File: config.mk
export PLATFORM = sky130hd
export DESIGN_NAME = fft_bf_sequencer
export DESIGN_NICKNAME = d
export VERILOG_FILES = /design/src/rtl/fft_bf_sequencer.sv
export SDC_FILE = /design/constraint.sdc
export NUM_CORES = 1
export LEC_CHECK = 0
export ABC_AREA = 1
export CORE_MARGIN = 3
export CORE_UTILIZATION = 55
export CTS_BUF_LIST = sky130_fd_sc_hd__clkbuf_8
export DETAILED_ROUTE_END_ITERATION = 12
export GPL_ROUTABILITY_DRIVEN = 0
export HOLD_SLACK_MARGIN = 0.03
export PLACE_DENSITY = 0.79
export SYNTH_ARGS = -nofsm -noshare
export SYNTH_HDL_FRONTEND = slang
export SYNTH_SLANG_ARGS = --single-unit
File: constraint.sdc
create_clock -name clk -period 3.3 [get_ports clk]
set_input_delay 0.495 -clock clk [delete_from_list [all_inputs] [get_ports clk]]
set_output_delay 0.495 -clock clk [all_outputs]
set_load 0.005 [all_outputs]
File: src/rtl/fft_bf_sequencer.sv
// fft_bf_sequencer: stage/butterfly sequencer for an in-place radix-2 DIT FFT.
// Walks LOG2N stages, issues one butterfly (A/B read address + twiddle address)
// per accepted cycle, and replays each issued address pair BF_LATENCY cycles
// later as the matching write-back strobe.
//
// Handshake: a butterfly is issued in a cycle exactly when rd_valid=1, and
// rd_valid = RUN & bf_ready. The datapath must consume the operands presented
// in that cycle; when bf_ready=0 nothing is issued and k holds. The write side
// has no back-pressure: wr_valid follows rd_valid by exactly BF_LATENCY cycles.
module fft_bf_sequencer #(
    parameter int N          = 1024,
    parameter int LOG2N      = 10,
    parameter int BF_LATENCY = 4
) (
    input  logic             clk,
    input  logic             reset_n,
    input  logic             start,
    input  logic             bf_ready,
    output logic             busy,
    output logic             done,
    output logic [3:0]       stage,
    output logic             rd_valid,
    output logic [LOG2N-1:0] rd_addr_a,
    output logic [LOG2N-1:0] rd_addr_b,
    output logic [LOG2N-2:0] tw_addr,
    output logic             wr_valid,
    output logic [LOG2N-1:0] wr_addr_a,
    output logic [LOG2N-1:0] wr_addr_b,
    output logic [1:0]       dbg_state
);

    localparam int KW = LOG2N - 1;
    localparam int CW = $clog2(BF_LATENCY + 1);
    localparam logic [KW-1:0] K_LAST    = KW'(N / 2 - 1);
    localparam logic [3:0]    STAGE_LAST = 4'(LOG2N - 1);

    typedef enum logic [1:0] {
        S_IDLE  = 2'd0,
        S_RUN   = 2'd1,
        S_DRAIN = 2'd2,
        S_DONE  = 2'd3
    } state_t;

    state_t          state_q, state_d;
    logic [3:0]      stage_q, stage_d;
    logic [KW-1:0]   k_q, k_d;
    logic [CW-1:0]   cnt_q, cnt_d;

    logic [LOG2N-1:0] k_ext, j_mask, j_val, addr_a, addr_b;
    logic [KW-1:0]    tw_val;
    logic             run;

    logic             wv_q [BF_LATENCY];
    logic [LOG2N-1:0] wa_q [BF_LATENCY];
    logic [LOG2N-1:0] wb_q [BF_LATENCY];

    // State, stage, butterfly index and drain counter registers.
    always_ff @(posedge clk or negedge reset_n) begin
        if (!reset_n) begin
            state_q <= S_IDLE;
            stage_q <= 4'd0;
            k_q     <= '0;
            cnt_q   <= '0;
        end else begin
            state_q <= state_d;
            stage_q <= stage_d;
            k_q     <= k_d;
            cnt_q   <= cnt_d;
        end
    end

    // Address generation: insert a zero bit at position `stage` into k to get
    // the A index; B is A with that bit set. Twiddle is j scaled to N/2 range.
    always_comb begin
        k_ext  = {1'b0, k_q};
        j_mask = (LOG2N'(1) << stage_q) - LOG2N'(1);
        j_val  = k_ext & j_mask;
        addr_a = ((k_ext >> stage_q) << (stage_q + 4'd1)) | j_val;
        addr_b = addr_a | (LOG2N'(1) << stage_q);
        tw_val = KW'(j_val << (4'(LOG2N - 1) - stage_q));
    end

    // Next-state logic and issue outputs.
    always_comb begin
        state_d  = state_q;
        stage_d  = stage_q;
        k_d      = k_q;
        cnt_d    = cnt_q;
        run      = (state_q == S_RUN);
        rd_valid = run & bf_ready;
        busy     = (state_q == S_RUN) || (state_q == S_DRAIN);
        done     = (state_q == S_DONE);

        case (state_q)
            S_IDLE: begin
                if (start) begin
                    state_d = S_RUN;
                    stage_d = 4'd0;
                    k_d     = '0;
                end
            end
            S_RUN: begin
                if (bf_ready) begin
                    if (k_q == K_LAST) begin
                        state_d = S_DRAIN;
                        k_d     = '0;
                        cnt_d   = CW'(BF_LATENCY);
                    end else begin
                        k_d = k_q + KW'(1);
                    end
                end
            end
            S_DRAIN: begin
                // The last write of this stage lands in the final drain cycle,
                // so the next stage's first read never sees stale data.
                if (cnt_q == CW'(1)) begin
                    if (stage_q == STAGE_LAST) begin
                        state_d = S_DONE;
                    end else begin
                        state_d = S_RUN;
                        stage_d = stage_q + 4'd1;
                    end
                end else begin
                    cnt_d = cnt_q - CW'(1);
                end
            end
            S_DONE: begin
                state_d = S_IDLE;
                stage_d = 4'd0;
            end
            default: begin
                state_d = S_IDLE;
            end
        endcase
    end

    // Write-back delay line; advances every cycle, independent of bf_ready.
    always_ff @(posedge clk or negedge reset_n) begin
        if (!reset_n) begin
            for (int i = 0; i < BF_LATENCY; i++) begin
                wv_q[i] <= 1'b0;
                wa_q[i] <= '0;
                wb_q[i] <= '0;
            end
        end else begin
            wv_q[0] <= rd_valid;
            wa_q[0] <= rd_valid ? addr_a : '0;
            wb_q[0] <= rd_valid ? addr_b : '0;
            for (int i = 1; i < BF_LATENCY; i++) begin
                wv_q[i] <= wv_q[i-1];
                wa_q[i] <= wa_q[i-1];
                wb_q[i] <= wb_q[i-1];
            end
        end
    end

    // Output mapping; read addresses are held at zero outside RUN.
    always_comb begin
        stage     = stage_q;
        rd_addr_a = run ? addr_a : '0;
        rd_addr_b = run ? addr_b : '0;
        tw_addr   = run ? tw_val : '0;
        wr_valid  = wv_q[BF_LATENCY-1];
        wr_addr_a = wa_q[BF_LATENCY-1];
        wr_addr_b = wb_q[BF_LATENCY-1];
        dbg_state = state_q;
    end

endmodule

==> impl_metrics.ini <==
[setup_path]
path_max_fanout = 4
crit_buf_inv = 5
start_kind = flop
endpoint_kind = output pin
cp_cell_sequence = buf_4, buf_6, ha_4, o21ai_2, nand2_1, inv_1, nand2_1, nand2_1, nand2_2, nor2_2, nor2_2, nand3_2, nand2_1, inv_1, clkdlybuf4s50_1
crit_top_cell = nand2_1
cp.arrival_ns = 2.84
crit_family = buffers and inverters
cp_slowest_cell = clkdlybuf4s50_1
path_class = flop to output pin
critPathRequiredTime_ns = 2.80
critPathMaxStageDelay_ns = 0.49

[pwr]
p_int_uw = 2590
clock_power_share = 0.202
p_seq_frac = 0.357
swShare = 0.404
switchingPower_uw = 1760
p_leak_uw = 0.00335
peakVddDrop_mv = 0.517
p_comb_frac = 0.442
powerDensity_nw_per_um2 = 693

[timing]
hold_viol = 0
post-route-period-util = 1.01
slew_violations = 0
skew_ns = 0.0278
max_freq_ghz = 0.300
finalCriticalPeriod_ns = 3.33
tns_ns = -0.0452
setup_violations = 3
relSlewSlack = 0.544
worst_pin_slew_ns = 0.684
setup_slack_ns = -0.0320
rsz0062_at_grt = true

[clocking]
clockBufferDepth = 2
clkSinkCount = 102
h-tree-depth = 3
clock_latency_ns = 0.39
root_buffer = clkbuf_8
cts_made_buffers = 9
path_clk_slew_ns = 0.13
cts_tree = done

[yosys]
syn_area_sq_um = 4950
syn_avg_cell_area_sq_um = 8.63
synth_edf_count = 0
ys.flop_type = dfrtp_1
yosysWarnings = 0
synth.distinct_cells = 36
synth-seq-area-share = 0.515
ys_async_sr_fraction = 1.00
netlist_instances = 574
synth_nets = 597
synth-seq-cells = 102

[routing]
drt_wl_total_mm = 13.6
drt_iter0_drc = 586
dr.pass1.iters = 6
vias = 4475
top_layer_used = met4
wl_met2_mm = 6.22
route.met3.wl_mm = 1.41
met1Wirelength_mm = 5.09
drc = 0
ant_nets = 0
avgViaCountPerCell = 5.96
routedWlPerCell_um = 18.1

[cells_and_area]
layout-drive-gt1-share = 0.193
layout.nets = 664
seq_area_sq_um = 2550
multi_input_area_sq_um = 2150
antennaDiodeCount = 0
fillers = 560
syn_to_final_growth_pct = 26.6

[floorplan]
ios = 63
die_w_um = 101
core_area_sq_um = 8460
initial_core_util = 0.585
die_height_um = 101
row_count = 33
die-area_sq_um = 10200

[placement]
place_ws_ns = 0.189
port_buffers = 62
dp_hpwl_mm = 8.73

[grt]
antenna_found_initial = 0
grtUsageTotal = 0.252
grt_max_degree = 60
grt_pass1_vias = 4200
grt_pass1_wl_mm = 20.1
overflow = 0

[outcome]
violations = setup timing
status = complete, but fails checks

[job]
maxCapViolCount = 0

[min_path]
hold_class = input port to async pin
## power by group through the flow
stage	registers (uW)	logic, uW	clock network, uW
final	1550	1920	876
after global routing	1570	2080	933
after CTS	1550	1660	882
after detailed placement	1570	1570	0
after global placement	1550	1530	0
after floorplan	1540	996	0
## per-layer routing
| layer | vias up | track usage |
|---|---|---|
| li1 | 1971 | - |
| met1 | 2056 | 0.321 |
| met4 | 0 | 0.148 |
| met2 | 340 | 0.387 |
| met3 | 108 | 0.0671 |
| met5 | - | 0 |
## area by class of cell
class	count	share of cell area
clock buffer	9	0.0198
clock inverter	7	0.0156
inverter	66	0.0413
multi-input combinational	368	0.342
sequential	102	0.407
tap	105	0.0209
timing repair buffer	93	0.152
timing repair inverter	1	0.000798
## cells in the mapped netlist, types with 2 or more instances
| library cell | number | area, sq um |
|---|---|---|
| o22ai_1 | 6 | 37.5 |
| a211oi_1 | 2 | 15.0 |
| buf_1 | 3 | 11.3 |
| nand4_1 | 8 | 50.1 |
| inv_1 | 59 | 221 |
| nand2_1 | 126 | 473 |
| nand3b_1 | 3 | 22.5 |
| buf_4 | 20 | 150 |
| o21ai_0 | 10 | 50.1 |
| a31oi_1 | 2 | 12.5 |
| nor4_1 | 2 | 12.5 |
| o21ai_1 | 6 | 30.0 |
| buf_2 | 8 | 40.0 |
| nor2_1 | 41 | 154 |
| a21oi_1 | 27 | 135 |
| dfrtp_1 | 102 | 2550 |
| ha_1 | 19 | 238 |
| nand2_2 | 2 | 12.5 |
| clkbuf_1 | 6 | 22.5 |
| nor3_1 | 6 | 30.0 |
| nand3_1 | 84 | 420 |
| xor2_1 | 4 | 35.0 |
| nand3_2 | 4 | 40.0 |
| inv_2 | 5 | 18.8 |
| nor2_4 | 4 | 45.0 |
| nor2_2 | 4 | 25.0 |
| nand2_4 | 2 | 22.5 |
## worst reg2reg max path, cell delays in order (launching register included)
cell     delay, ns
dfrtp_1       0.47
inv_1         0.15
ha_1          0.20
inv_2         0.16
a21oi_1       0.31
o21ai_1       0.17
inv_2         0.14
nand3_1       0.10
nor2_1        0.15
nand2_1       0.08
xor2_1        0.15
nor2_1        0.10
## worst paths after layout
kind	end	start	depth (start not counted)	slack, ns
max in group asynchronous	wb_q[19]	reset_n	2	2.36
max	rd_addr_b[7]	stage[0]	15	-0.03
min in group clk	wr_addr_a[9]	wa_q[19]	0	0.35
max reg2reg	k_q[6]	dbg_state[1]	11	1.04
min	wa_q[26]	reset_n	1	0.16
min reg2reg	wr_addr_a[9]	wa_q[19]	0	0.35
## per-stage QoR
stage	total power (uW)	utilization	cells	instance area [sq um]	hold WS [ns]
after floorplan	2540	-	574	4950	0.199
after global placement	3090	0.659	718	5580	0.332
after detailed placement	3140	0.659	718	5580	0.335
after CTS	4080	0.701	741	5940	0.184
after global routing	4590	0.741	751	6270	0.207
final	4350	0.741	751	6270	0.156
## state kept, by name (all words and copies together) (netlist names)
register   cells
wa_q          30
wb_q          30
wr_addr_a     10
wr_addr_b     10
k_q            9
stage          4
cnt_q          3
wv_q           3
dbg_state      2
wr_valid       1
## cell usage in the layout, fill, tap and decap left out, types with 3 or more instances in the layout
master / n
clkbuf_8: 9
nand3_2: 10
nand2_2: 12
dfrtp_1: 100
o21ai_0: 10
xor2_1: 3
nor2_4: 5
inv_8: 3
inv_4: 3
nor3_1: 6
ha_1: 13
ha_4: 6
o21ai_1: 3
buf_4: 25
nand3b_1: 3
dlymetal6s2s_1: 10
inv_1: 53
clkdlybuf4s50_1: 48
nand2_1: 115
o21ai_2: 3
nor2_1: 33
nand3_1: 77
nand4_1: 8
nor2_2: 11
a21oi_2: 4
buf_12: 3
inv_2: 9
nand2_4: 3
o22ai_1: 4
a21oi_1: 23
dlygate4sd2_1: 3
## cells by family after synthesis
kind of cell | Yosys count | synth area share
xor gates and xnor gates | 4 | 0.00707
buffers and inverters | 104 | 0.0980
and+or+nand+nor | 288 | 0.269
DFF | 102 | 0.515
adders and majority gates | 19 | 0.0480
AOI/OAI and AO/OA | 57 | 0.0629
## repair_timing
action	in CTS	in global routing
hold buffers	0	0
gates cloned	1	2
pin swaps	2	10
gates resized for setup	25	63
buffers inserted	6	8
endpoints found under the setup margin	26	28
Power figures use the tool's default switching activity.
